==> config.mk <==
export PLATFORM = sky130hd
export DESIGN_NAME = ysyx_22040386_hazard_ctrl
export DESIGN_NICKNAME = d
export VERILOG_FILES = /design/src/rtl/ysyx_22040386_hazard_ctrl.sv
export SDC_FILE = /design/constraint.sdc
export NUM_CORES = 1
export LEC_CHECK = 0
export ABC_CLOCK_PERIOD_IN_PS = 4900
export CAP_MARGIN = 5
export CORE_UTILIZATION = 48
export DETAILED_ROUTE_END_ITERATION = 8
export PLACE_DENSITY = 0.85
export REMOVE_ABC_BUFFERS = 1
export SLEW_MARGIN = 20
export SYNTH_ARGS = -nofsm -noshare
export SYNTH_HDL_FRONTEND = slang
export SYNTH_SLANG_ARGS = --single-unit
==> constraint.sdc <==
create_clock -name i_clk -period 4.9 [get_ports i_clk]
set_input_delay 1.225 -clock i_clk [delete_from_list [all_inputs] [get_ports i_clk]]
set_output_delay 1.225 -clock i_clk [all_outputs]
set_load 0.005 [all_outputs]
==> src/rtl/ysyx_22040386_hazard_ctrl.sv <==
// Hazard/stall controller for the 5-stage pipe: load-use bubbles, data-memory
// freeze, redirect flush with stale-fetch drain, stall counter and wait watchdog.
module ysyx_22040386_hazard_ctrl #(
  parameter int CNT_W   = 32,
  parameter int TIMEOUT = 255
) (
  input  logic             i_clk,
  input  logic             i_rst,
  input  logic             i_hz_ID_EX_MemRead,
  input  logic [4:0]       i_hz_ID_EX_reg_wr_addr,
  input  logic [4:0]       i_hz_IF_ID_reg_rd_addr1,
  input  logic [4:0]       i_hz_IF_ID_reg_rd_addr2,
  input  logic             i_hz_IF_ID_use1,
  input  logic             i_hz_IF_ID_use2,
  input  logic             i_hz_EX_redirect,
  input  logic             i_hz_imem_valid,
  input  logic             i_hz_MEM_req,
  input  logic             i_hz_dmem_ready,
  output logic             o_hz_pc_we,
  output logic             o_hz_pc_sel_redirect,
  output logic             o_hz_IF_ID_en,
  output logic             o_hz_IF_ID_flush,
  output logic             o_hz_ID_EX_en,
  output logic             o_hz_ID_EX_flush,
  output logic             o_hz_EX_MEM_en,
  output logic             o_hz_MEM_WB_flush,
  output logic [CNT_W-1:0] o_hz_stall_cnt,
  output logic             o_hz_timeout
);

  localparam int WAIT_W = ($clog2(TIMEOUT + 1) > 8) ? $clog2(TIMEOUT + 1) : 8;

  typedef enum logic {
    RUN   = 1'b0,
    DRAIN = 1'b1
  } state_e;

  state_e              state_q, state_d;
  logic [CNT_W-1:0]    stall_cnt_q, stall_cnt_d;
  logic [WAIT_W-1:0]   wait_q, wait_d;
  logic                timeout_q, timeout_d;
  logic                mem_stall;
  logic                load_use;
  logic [31:0]         wait_next;

  assign mem_stall = i_hz_MEM_req & ~i_hz_dmem_ready;
  assign load_use  = i_hz_ID_EX_MemRead & (i_hz_ID_EX_reg_wr_addr != 5'd0) &
                     ((i_hz_IF_ID_use1 & (i_hz_IF_ID_reg_rd_addr1 == i_hz_ID_EX_reg_wr_addr)) |
                      (i_hz_IF_ID_use2 & (i_hz_IF_ID_reg_rd_addr2 == i_hz_ID_EX_reg_wr_addr)));

  always_comb begin
    o_hz_pc_we           = 1'b1;
    o_hz_pc_sel_redirect = 1'b0;
    o_hz_IF_ID_en        = 1'b1;
    o_hz_IF_ID_flush     = 1'b0;
    o_hz_ID_EX_en        = 1'b1;
    o_hz_ID_EX_flush     = 1'b0;
    o_hz_EX_MEM_en       = 1'b1;
    o_hz_MEM_WB_flush    = 1'b0;
    state_d              = state_q;
    if (i_rst) begin
      o_hz_pc_we        = 1'b0;
      o_hz_IF_ID_en     = 1'b0;
      o_hz_IF_ID_flush  = 1'b1;
      o_hz_ID_EX_en     = 1'b0;
      o_hz_ID_EX_flush  = 1'b1;
      o_hz_EX_MEM_en    = 1'b0;
      o_hz_MEM_WB_flush = 1'b1;
      state_d           = RUN;
    end else if (mem_stall) begin
      // EX is frozen, so a pending redirect will be presented again later.
      o_hz_pc_we        = 1'b0;
      o_hz_IF_ID_en     = 1'b0;
      o_hz_ID_EX_en     = 1'b0;
      o_hz_EX_MEM_en    = 1'b0;
      o_hz_MEM_WB_flush = 1'b1;
    end else if (i_hz_EX_redirect) begin
      o_hz_pc_sel_redirect = 1'b1;
      o_hz_IF_ID_flush     = 1'b1;
      o_hz_ID_EX_flush     = 1'b1;
      state_d              = i_hz_imem_valid ? RUN : DRAIN;
    end else if (state_q == DRAIN) begin
      o_hz_pc_we       = 1'b0;
      o_hz_IF_ID_flush = 1'b1;
      if (i_hz_imem_valid) state_d = RUN;
    end else if (load_use) begin
      o_hz_pc_we       = 1'b0;
      o_hz_IF_ID_en    = 1'b0;
      o_hz_ID_EX_flush = 1'b1;
    end else if (!i_hz_imem_valid) begin
      o_hz_pc_we       = 1'b0;
      o_hz_IF_ID_flush = 1'b1;
    end
  end

  always_comb begin
    stall_cnt_d = stall_cnt_q;
    if (!o_hz_pc_we && (stall_cnt_q != {CNT_W{1'b1}}))
      stall_cnt_d = stall_cnt_q + {{(CNT_W-1){1'b0}}, 1'b1};
    wait_d = '0;
    if (mem_stall)
      wait_d = (wait_q == {WAIT_W{1'b1}}) ? wait_q : wait_q + {{(WAIT_W-1){1'b0}}, 1'b1};
    // Flag raised at the end of the wait cycle that brings the count to TIMEOUT.
    wait_next = 32'(wait_q) + 32'd1;
    timeout_d = timeout_q | (mem_stall & (wait_next >= 32'(TIMEOUT)));
  end

  always_ff @(posedge i_clk or posedge i_rst) begin
    if (i_rst) begin
      state_q     <= RUN;
      stall_cnt_q <= '0;
      wait_q      <= '0;
      timeout_q   <= 1'b0;
    end else begin
      state_q     <= state_d;
      stall_cnt_q <= stall_cnt_d;
      wait_q      <= wait_d;
      timeout_q   <= timeout_d;
    end
  end

  assign o_hz_stall_cnt = stall_cnt_q;
  assign o_hz_timeout   = timeout_q;

endmodule

; ---- After elaboration in Yosys (flattened, before gate mapping)
; Cells that the tools add are included.
[word_totals]
ff_bits = 42
inputBits = 24
out_inout_bits = 41
word_cells = 61
[op_classes]
add_sub_neg = 3
magnitude_cmp = 1
eq_ne = 6
n_mux = 35
n_bitwise = 9
reduce_logical = 3
[op_table]
columns = op, count
row1 = $mux 1, 33
row2 = $add 32x1->32 const B, 1
row3 = $ne 32x32->1 const B, 1
row4 = $mux 8, 2
row5 = $eq 5x5->1, 2
row6 = $add 8x1->9 const B, 1
row7 = $ge 9x8->1 const B, 1
row8 = $add 8x1->8 const B, 1
row9 = $eq 8x8->1 const B, 1
row10 = $and 1x1->1, 6
row11 = $reduce_bool 5->1, 1
row12 = $ne 2x2->1 const B, 2
row13 = $or 1x1->1, 2
row14 = $logic_and 1x1->1, 1
row15 = $logic_not 1->1, 1
row16 = $not 1->1, 1

; ---- Logic depth before layout (Yosys ltp)
; Gate-level depths: netlist of the first run.
[logic_depth]
ltp_word = 11
ltp_mapped = 8
mapped_depth_nobuf = 7

; ---- Least setup slack after synthesis of the first run
; No wires, ideal clock.
[synth_timing]
kind = input to output
from = input i_rst
to = output o_hz_pc_we
t_arrival_ns = 3.182
t_required_ns = 3.675
setup_slack_ns = 0.493
stages = 6
path_buffers = 1
path_cell_list = inv_1 -> nand2_1 -> inv_1 -> nand3_1 -> o21bai_4 -> buf_2
[synth_between]
elab_chain_cells = 1
[synth_lines]
columns = element, line_no
row1 = from (decl), 8  ; input logic i_rst,
row2 = $mux 1, 61  ; if (i_rst) begin
row3 = to (decl), 19  ; output logic o_hz_pc_we,
; Every way passes these cells.

; ---- Worst setup path after layout of the first run
[layout_timing]
from = input i_hz_ID_EX_reg_wr_addr[0]
to = output o_hz_IF_ID_flush
[layout_between]
elab_chain_cells = 9
elab_cells_between_ends = 13
classes_between = eq/ne: 2 / mux: 5 / bitwise: 5 / reduce/logical: 1
[layout_lines]
columns = element, line_no
row1 = from (decl), 10  ; input logic [4:0] i_hz_ID_EX_reg_wr_addr,
row2 = $eq 5x5->1 (on tied branches), "48, 49"
row3 = $and 1x1->1 (on tied branches), "48, 49"
row4 = $or 1x1->1, 48  ; ((i_hz_IF_ID_use1 & (i_hz_IF_ID_reg_rd_addr1 == i_hz_ID_EX_reg_wr_addr)) |
row5 = $and 1x1->1 *, 47  ; assign load_use = i_hz_ID_EX_MemRead & (i_hz_ID_EX_reg_wr_addr != 5'd0) &
row6 = $mux 1 *, 86  ; end else if (load_use) begin
row7 = $mux 1 *, 82  ; end else if (state_q == DRAIN) begin
row8 = $mux 1 *, 77  ; end else if (i_hz_EX_redirect) begin
row9 = $mux 1 *, 70  ; end else if (mem_stall) begin
row10 = $mux 1 *, 61
row11 = to (decl), 22  ; output logic o_hz_IF_ID_flush,
; Every way passes the cells marked *; elsewhere a longest branch is shown, timed or not.

==> flow_summary.ini, run 1 <==
[clock_network]
post-cts-setup-buffers = 0
cts.clk_slew.worst_paths_ns = 0.07
hold_buffers = 0
cts.repair.resized = 0
cts_tree = built
cts_sinks = 42
htreeDepth = 2
cts_buffer_depth = 2
cts_made_buffers = 5
clockRootBuffer = clkbuf_8
clk_latency_ns = 0.31

[synthesis]
synthArstFlopShare = 1.000
ys_seq_elements = 42
synth_edf_count = 0
syn_area_mm2 = 0.002416
syn_avg_cell_area_um2 = 9.984
postSynthCellCount = 242
synth_cell_type_count = 43
ys_warn_count = 0
ys_seq_area_frac = 0.4350
synth_ff_type = dfrtp_1

[finish]
num_antenna_cells = 0
finalNonFillerCells = 378
synthToLayoutAreaGrowth_pct = 34.13
multi_input_area_mm2 = 0.001284
drive_above_1_share = 0.07074
fin_nets = 337
fill_cells = 381
seq_area_mm2 = 0.001051

[sta]
tns_ns = 0
fmax_mhz = 219.1
min_period_ns = 4.564
worst_pin_slew_ns = 0.5324
setup_viol = 0
rsz0062_at_grt = false
drv_slew = 0
worst_slack_ns = 0.3358
relSlewSlack = 0.6450
fin_crit_sh = 0.9315
skew_ns = 0.01175
hold_violations = 0

[drt]
wl_per_cell_um = 14.65
finalWirelength_um = 5537
num_vias = 2082
drc = 0
via_per_inst = 5.508
antenna_left = 0
dr.pass1.iters = 6
drt_iter0_drc = 105

[worst_hold_path]
worstHoldStart = o_hz_timeout$_DFF_PP0_
hold_path.class = reg2reg

[status]
status = finished, final reports clean

[setup_path]
r2r_slack_ns = 2.58
crit_arrival_ns = 3.34
crit_type = in2out
r2r_start = o_hz_stall_cnt[12]$_DFFE_PP0P_
crit_fanout = 3
crit_path_end_kind = primary output
cp-start-kind = primary input
startpoint = i_hz_ID_EX_reg_wr_addr[0]
cp.required_ns = 3.67

[grt]
grt_pass1_vias = 1964
grt_max_degree = 43
grt_pass1_wl_um = 8976
grt.overflow.total = 0
track_usage = 0.2192
antenna_found_initial = 0

[die]
io_pins = 65
core_mm2 = 0.004786
initial_utilization = 0.5048
die_w_um = 72.95
dieHeight_um = 72.95
dieArea_mm2 = 0.005321
num_rows = 25

[place]
place_congestion = 0.8188
post-place-ws_ns = 0.3486
hpwl_um = 4071
port_buffers = 64
dp_cells = 370

[power]
p_total_w = 0.0009960
p_per_area_mw_per_mm2 = 307.3
ir_drop_v = 0.0002391
p_leak_nw = 1.268

[run]
cap_violations = 0
-- layer usage --
metal  global-route usage  vias to the layer above  wire length (um)
met4               0.1024                        0               125
met3              0.04282                       12               321
met1               0.2851                     1007              2367
met2               0.3541                       66              2723
li1                     -                      997                 -
met5                    0                        -                 0
-- layout make-up --
| cell class | count | share of cell area |
|---|---|---|
| clock inverter | 2 | 0.01158 |
| multi-input combinational | 183 | 0.3961 |
| tap | 67 | 0.02587 |
| timing repair buffer | 69 | 0.2093 |
| inverter | 9 | 0.01042 |
| sequential | 42 | 0.3243 |
| clock buffer | 6 | 0.02239 |
-- cell families after synthesis --
group | Yosys count | share of synthesized area
DFF | 42 | 0.4350
and+or+nand+nor | 105 | 0.2595
buffers and inverters | 17 | 0.03366
adders and majority gates | 3 | 0.01554
muxes | 1 | 0.004660
AOI/OAI and AO/OA | 28 | 0.08493
xor gates and xnor gates | 46 | 0.1668
-- sequential cells by signal, summed over array words and instances, names as in the netlist --
| name | cells |
|---|---|
| wait_q | 8 |
| state_q | 1 |
| o_hz_timeout | 1 |
| o_hz_stall_cnt | 32 |
-- worst max-delay path: stages --
cell	delay (ns)
clkdlybuf4s50_1	0.46
or3_1	0.43
o311a_1	0.35
o21a_1	0.19
o21ai_0	0.16
clkdlybuf4s50_1	0.53
-- Yosys cell counts (all sizes together), types with 3 or more instances --
master	number	share of area
dfrtp	42	0.44
xor2	31	0.11
nand2	15	0.023
nor2	15	0.023
nor3	15	0.033
xnor2	15	0.054
nand4	13	0.034
nand3	12	0.025
inv	9	0.014
nor4	9	0.044
a21oi	8	0.017
and3	6	0.016
buf	5	0.015
nor3b	5	0.016
nand2b	4	0.010
o21ai	4	0.0083
a211oi	3	0.0093
clkbuf	3	0.0047
ha	3	0.016
nor2b	3	0.0078
nor4b	3	0.013
-- stage by stage --
stage / utilization / hold slack [ns] / area, um^2
global placement: 0.6541 / 0.4696 / 3131
detailed placement: 0.6541 / 0.4710 / 3131
global route: 0.6771 / 0.5215 / 3241
floorplan: - / 0.4735 / 2369
finish: 0.6771 / 0.4861 / 3241
CTS: 0.6771 / 0.4885 / 3241
-- report_power, final --
part	leakage [nW]	internal (W)	switching (W)	total [W]
clock	0.0514	0.000152	0.000124	0.000276
combinational	0.713	0.000162	0.0000991	0.000261
sequential	0.504	0.000396	0.0000618	0.000458
-- placed cells by master (no fill, tap or decap), types with 2 or more instances in the layout --
| cell type | instances |
|---|---|
| xor2_1 | 31 |
| dfrtp_1 | 42 |
| nor3_1 | 14 |
| nor4_1 | 4 |
| and2_1 | 2 |
| and4_1 | 2 |
| nand3_1 | 12 |
| nor4b_1 | 2 |
| nor4_4 | 2 |
| o21ai_0 | 3 |
| a21oi_1 | 8 |
| nor4_2 | 3 |
| clkdlybuf4s50_1 | 64 |
| buf_4 | 5 |
| a31oi_1 | 2 |
| xnor2_1 | 15 |
| a211oi_1 | 3 |
| nor2b_1 | 3 |
| nand4_1 | 13 |
| nand2_1 | 15 |
| clkbuf_8 | 5 |
| and3_1 | 6 |
| o22ai_1 | 2 |
| ha_1 | 3 |
| nand2b_1 | 4 |
| nor2_1 | 15 |
| nor3b_1 | 5 |
| inv_1 | 9 |
-- path summary, 6_finish.rpt --
| path | to | cells after the start |
|---|---|---|
| worst max-delay path | o_hz_IF_ID_flush | 6 |
| worst min-delay path | o_hz_timeout$_DFF_PP0_ | 1 |
| worst max register to register | o_hz_stall_cnt[1]$_DFFE_PP0P_ | 7 |
| worst min register to register | o_hz_timeout$_DFF_PP0_ | 1 |
| max in group asynchronous | o_hz_stall_cnt[21]$_DFFE_PP0P_ | 3 |
| min in group asynchronous | o_hz_stall_cnt[19]$_DFFE_PP0P_ | 3 |
Note: power is estimated with default switching activity, not from simulation.
==> run 2, diff against run 1 <==
--- a/config.mk
+++ b/config.mk
@@ -5,9 +5,11 @@
 export SDC_FILE = /design/constraint.sdc
 export NUM_CORES = 1
 export LEC_CHECK = 0
-export ABC_CLOCK_PERIOD_IN_PS = 4900
+export ABC_CLOCK_PERIOD_IN_PS = 4700
 export CAP_MARGIN = 5
+export CORE_MARGIN = 3
 export CORE_UTILIZATION = 48
+export CTS_CLUSTER_SIZE = 14
 export DETAILED_ROUTE_END_ITERATION = 8
 export PLACE_DENSITY = 0.85
 export REMOVE_ABC_BUFFERS = 1
==> constraint.sdc (replaced) <==
create_clock -name i_clk -period 4.7 [get_ports i_clk]
set_input_delay 1.175 -clock i_clk [delete_from_list [all_inputs] [get_ports i_clk]]
set_output_delay 1.175 -clock i_clk [all_outputs]
set_load 0.005 [all_outputs]
==> run 2 against run 1 <==
Against the previous run: combinational power increased by 5%; via count decreased by 1.4%; cell count unchanged; worst hold slack improved by 0.0061 ns.
==> flow_summary.ini, run 2 (synthesis gave the netlist of run 1 again) <==
[finish]
finalNonFillerCells = 378
fin_nets = 337
largest_register_ff_count = 32
num_antenna_cells = 0
drive_above_1_share = 0.07395
final_common_cell = clkdlybuf4s50_1
synthToLayoutAreaGrowth_pct = 33.51
most-common-layout-cells = 64 x clkdlybuf4s50_1, 42 x dfrtp_1, 31 x xor2_1
fill_cells = 386

[setup_path]
crit_type = in2out
crit_family = buffers and inverters
startpoint = i_hz_ID_EX_reg_wr_addr[1]
crit_arrival_ns = 3.28
cp.depth = 6
worst_r2r_endpoint = o_hz_stall_cnt[1]$_DFFE_PP0P_
crit_fanout = 3
rr_worst_depth = 7
cp-start-kind = primary input
path_cells = clkdlybuf4s50_1 -> or3_1 -> o311a_1 -> o21a_1 -> o21ai_0 -> clkdlybuf4s50_1
critPathMostFrequentCell = clkdlybuf4s50_1
crit_path_end_kind = primary output
r2r_slack_ns = 2.38
cpPeakStageDelay_ns = 0.53
cp_slowest_cell = clkdlybuf4s50_1
r2r_start = o_hz_stall_cnt[12]$_DFFE_PP0P_
crit_buf_inv = 2
cp.required_ns = 3.52
endpoint = o_hz_IF_ID_flush

[power]
p_int_w = 0.0007014
netSwitchingFraction = 0.2907
p_leak_nw = 1.264
p_comb_frac = 0.277
p_per_area_mw_per_mm2 = 306.6
p_switching_w = 0.0002874
p_seq_frac = 0.480
ir_drop_v = 0.0002940
p_clk_frac = 0.243

[place]
place_congestion = 0.8245
port_buffers = 64
dp_cells = 370
hpwl_um = 4055

[drt]
finalWirelength_um = 5410
drc = 0
wl_per_cell_um = 14.31
drt_iter0_drc = 106
via_per_inst = 5.431
num_vias = 2053
antenna_left = 0
dr.pass1.iters = 4

[worst_hold_path]
hold_path.class = reg2reg

[clock_network]
post-cts-setup-buffers = 0
cts_buffer_depth = 2
cts.clk_slew.worst_paths_ns = 0.07
htreeDepth = 2
clk_latency_ns = 0.29
hold_buffers = 0
cts_tree = built
cts_sinks = 42
cts.repair.resized = 0
clockRootBuffer = clkbuf_8
cts_made_buffers = 5

[sta]
setup_viol = 0
min_period_ns = 4.453
worst_pin_slew_ns = 0.5239
fmax_mhz = 224.6
tns_ns = 0
hold_violations = 0
drv_slew = 0
timing.hold.ws_ns = 0.4922
relSlewSlack = 0.6507
rsz0062_at_grt = false
fin_crit_sh = 0.9474
skew_ns = 0.009861

[die]
io_pins = 65
dieHeight_um = 76.95
initial_utilization = 0.5048
core_mm2 = 0.004786
num_rows = 25
die_w_um = 76.95
dieArea_mm2 = 0.005921

[status]
status = finished, final reports clean

[grt]
grt_max_degree = 43
antenna_found_initial = 0
grt_pass1_vias = 2083
grt.overflow.total = 0
track_usage = 0.1934
grt_pass1_wl_um = 9466

[run]
cap_violations = 0
==> run 2: power by group through the flow <==
stage	registers, W	logic, W	clock network, W
final	0.000475	0.000274	0.000240
after global routing	0.000485	0.000299	0.000263
after CTS	0.000476	0.000277	0.000248
after detailed placement	0.000483	0.000275	0
after global placement	0.000481	0.000267	0
after floorplan	0.000477	0.000112	0
==> run 2: area by class of cell <==
class / count / area [um^2] / area share
multi-input combinational: 183 / 1284 / 0.3980
inverter: 9 / 33.78 / 0.01047
timing repair buffer: 69 / 678.2 / 0.2102
clock inverter: 2 / 12.51 / 0.003879
sequential: 42 / 1051 / 0.3258
clock buffer: 6 / 82.58 / 0.02560
tap: 67 / 83.83 / 0.02599
==> run 2: routing by layer <==
layer,wire length [um],global-route usage
met1,2459,0.2402
met2,2593,0.3284
met3,278,0.05164
met4,79,0.05797
met5,0,0
==> run 2: how the worst min path moves through the flow <==
| stage | cells after the start | slack [ns] | to | startpoint |
|---|---|---|---|---|
| global route | 1 | 0.52 | o_hz_stall_cnt[6]$_DFFE_PP0P_ | o_hz_stall_cnt[6]$_DFFE_PP0P_ |
| CTS | 1 | 0.50 | o_hz_stall_cnt[10]$_DFFE_PP0P_ | o_hz_stall_cnt[10]$_DFFE_PP0P_ |
| detailed placement | 1 | 0.48 | o_hz_timeout$_DFF_PP0_ | o_hz_timeout$_DFF_PP0_ |
| finish | 1 | 0.49 | o_hz_stall_cnt[23]$_DFFE_PP0P_ | o_hz_stall_cnt[23]$_DFFE_PP0P_ |
| floorplan | 1 | 0.47 | o_hz_timeout$_DFF_PP0_ | o_hz_timeout$_DFF_PP0_ |
| global placement | 1 | 0.47 | o_hz_timeout$_DFF_PP0_ | o_hz_timeout$_DFF_PP0_ |
==> run 2: through the flow <==
step	utilization	cell area (um^2)	worst slack (ns)	total power (W)
6_report	0.6740	3226	0.2472	0.0009888
3_3_place_gp	0.6541	3131	0.2813	0.0007485
2_1_floorplan	-	2369	0.3306	0.0005887
5_1_grt	0.6740	3226	0.09417	0.001048
3_5_place_dp	0.6541	3131	0.2345	0.0007581
4_1_cts	0.6740	3226	0.2189	0.001001
==> run 3, diff against run 2 <==
--- a/config.mk
+++ b/config.mk
@@ -7,7 +7,7 @@
 export LEC_CHECK = 0
 export ABC_CLOCK_PERIOD_IN_PS = 4700
 export CAP_MARGIN = 5
-export CORE_MARGIN = 3
+export CORE_ASPECT_RATIO = 0.5
 export CORE_UTILIZATION = 48
 export CTS_CLUSTER_SIZE = 14
 export DETAILED_ROUTE_END_ITERATION = 8
==> run 3 against run 2 <==
Against the previous run: global-route usage is 3.6 points higher; wire length grew 5.3%; register-to-register slack got worse by 0.45 ns; non-clock buffer count fell by 1; worst hold slack got worse by 0.0027 ns; combinational power barely moved; sequential power is 1% higher; critical path type unchanged; critical endpoint is now o_hz_ID_EX_flush.
==> flow_summary.ini, run 3 (synthesis gave the netlist of run 1 again) <==
[die]
core_mm2 = 0.004616
num_rows = 17
initial_utilization = 0.5234
io_pins = 65
dieArea_mm2 = 0.005338
dieHeight_um = 52.17
die_w_um = 102.3

[finish]
synthToLayoutAreaGrowth_pct = 32.47
most-common-layout-cells = 64 x clkdlybuf4s50_1, 42 x dfrtp_1, 31 x xor2_1
num_antenna_cells = 0
drive_above_1_share = 0.06472
largest_register_ff_count = 32
fin_nets = 336
final_common_cell = clkdlybuf4s50_1

[power]
p_seq_frac = 0.492
p_comb_frac = 0.282
netSwitchingFraction = 0.2973
p_per_area_mw_per_mm2 = 304.8
p_total_w = 0.0009757
p_int_w = 0.0006856
p_clk_frac = 0.226
p_leak_nw = 1.250
ir_drop_v = 0.0002606
p_switching_w = 0.0002901

[drt]
finalWirelength_um = 5696
drt_iter0_drc = 124
drc = 0
via_per_inst = 5.448
antenna_left = 0
num_vias = 2043
dr.pass1.iters = 4
wl_per_cell_um = 15.19

[run]
cap_violations = 0

[sta]
rsz0062_at_grt = false
fmax_mhz = 222.0
tns_ns = 0
drv_slew = 0
worst_slack_ns = 0.1957
fin_crit_sh = 0.9584
skew_ns = 0.002918
hold_violations = 0
relSlewSlack = 0.3168
min_period_ns = 4.504
setup_viol = 0
worst_pin_slew_ns = 1.020

[status]
status = finished, final reports clean

[clock_network]
cts_tree = built
cts_sinks = 42
clk_latency_ns = 0.29
cts_buffer_depth = 2
cts.repair.resized = 0
cts.clk_slew.worst_paths_ns = 0.07
htreeDepth = 2
post-cts-setup-buffers = 0
cts_made_buffers = 5
hold_buffers = 0
clockRootBuffer = clkbuf_8

[place]
port_buffers = 64
post-place-ws_ns = 0.1909
place_congestion = 0.8058
hpwl_um = 4237

[setup_path]
crit_family = buffers and inverters
crit_fanout = 4
cp_slowest_cell = clkdlybuf4s50_1
crit_arrival_ns = 3.33
path_cells = clkdlybuf4s50_1 -> xnor2_1 -> nand4_1 -> o22ai_1 -> o311a_1 -> a21oi_1 -> o21ai_0 -> clkdlybuf4s50_1
crit_type = in2out
cpPeakStageDelay_ns = 0.58
cp-start-kind = primary input
critPathMostFrequentCell = clkdlybuf4s50_1
crit_path_end_kind = primary output
cp.required_ns = 3.52
crit_buf_inv = 2
rr_worst_depth = 6
cp.depth = 8

[grt]
grt.overflow.total = 0
grt_max_degree = 43
track_usage = 0.2294
antenna_found_initial = 0
grt_pass1_wl_um = 9218
grt_pass1_vias = 1950

[worst_hold_path]
hold_path.class = reg2reg
whs_path_depth = 1
## run 3: worst reg2reg max path: stages (launching register included)
cell and delay (ns):
dfrtp_1 0.45, nand4_1 0.21, nor3_2 0.42, nor2b_1 0.21, nor2b_2 0.85, nor2_1 0.19, mux2_2 0.32
## run 3: final cells by class
| cell class | instances | area (um^2) |
|---|---|---|
| multi-input combinational | 183 | 1286 |
| clock buffer | 7 | 76.32 |
| sequential | 42 | 1051 |
| fill | 364 | 1415 |
| timing repair buffer | 68 | 670.6 |
| tap | 66 | 82.58 |
| inverter | 9 | 33.78 |
## run 3: worst paths after layout
check                                                from                             end  slack (ns)
min in group asynchronous                           i_rst             state_q$_DFFE_PP0P_        1.45
hold / removal             o_hz_stall_cnt[19]$_DFFE_PP0P_  o_hz_stall_cnt[19]$_DFFE_PP0P_        0.49
max in group asynchronous                           i_rst   o_hz_stall_cnt[2]$_DFFE_PP0P_        2.88
setup / recovery                i_hz_ID_EX_reg_wr_addr[4]                o_hz_ID_EX_flush        0.20
setup reg to reg           o_hz_stall_cnt[12]$_DFFE_PP0P_   o_hz_stall_cnt[1]$_DFFE_PP0P_        1.93
hold reg to reg            o_hz_stall_cnt[19]$_DFFE_PP0P_  o_hz_stall_cnt[19]$_DFFE_PP0P_        0.49
## run 3: power groups by stage
| stage | Clock [W] | Combinational (W) | Sequential (W) |
|---|---|---|---|
| global placement | 0 | 0.000268 | 0.000479 |
| floorplan | 0 | 0.000112 | 0.000477 |
| detailed placement | 0 | 0.000277 | 0.000485 |
| finish | 0.000221 | 0.000275 | 0.000480 |
| CTS | 0.000227 | 0.000279 | 0.000480 |
| global route | 0.000242 | 0.000301 | 0.000487 |
## run 3: routing by layer
| layer | vias up | share of wire | wire [um] | global-route usage |
|---|---|---|---|---|
| met3 | 12 | 0.038 | 218 | 0.04167 |
| met1 | 977 | 0.45 | 2556 | 0.2912 |
| li1 | 994 | - | - | - |
| met2 | 60 | 0.50 | 2840 | 0.3960 |
| met4 | 0 | 0.014 | 81 | 0.08571 |
| met5 | - | 0 | 0 | 0 |
## run 3: stage by stage
stage	hold WS [ns]	instances	util	area (um^2)
final	0.4894	375	0.6934	3201
after global routing	0.5181	375	0.6934	3201
after CTS	0.4944	375	0.6934	3201
after detailed placement	0.4804	368	0.6769	3124
after global placement	0.4702	368	0.6769	3124
after floorplan	0.4735	234	-	2369
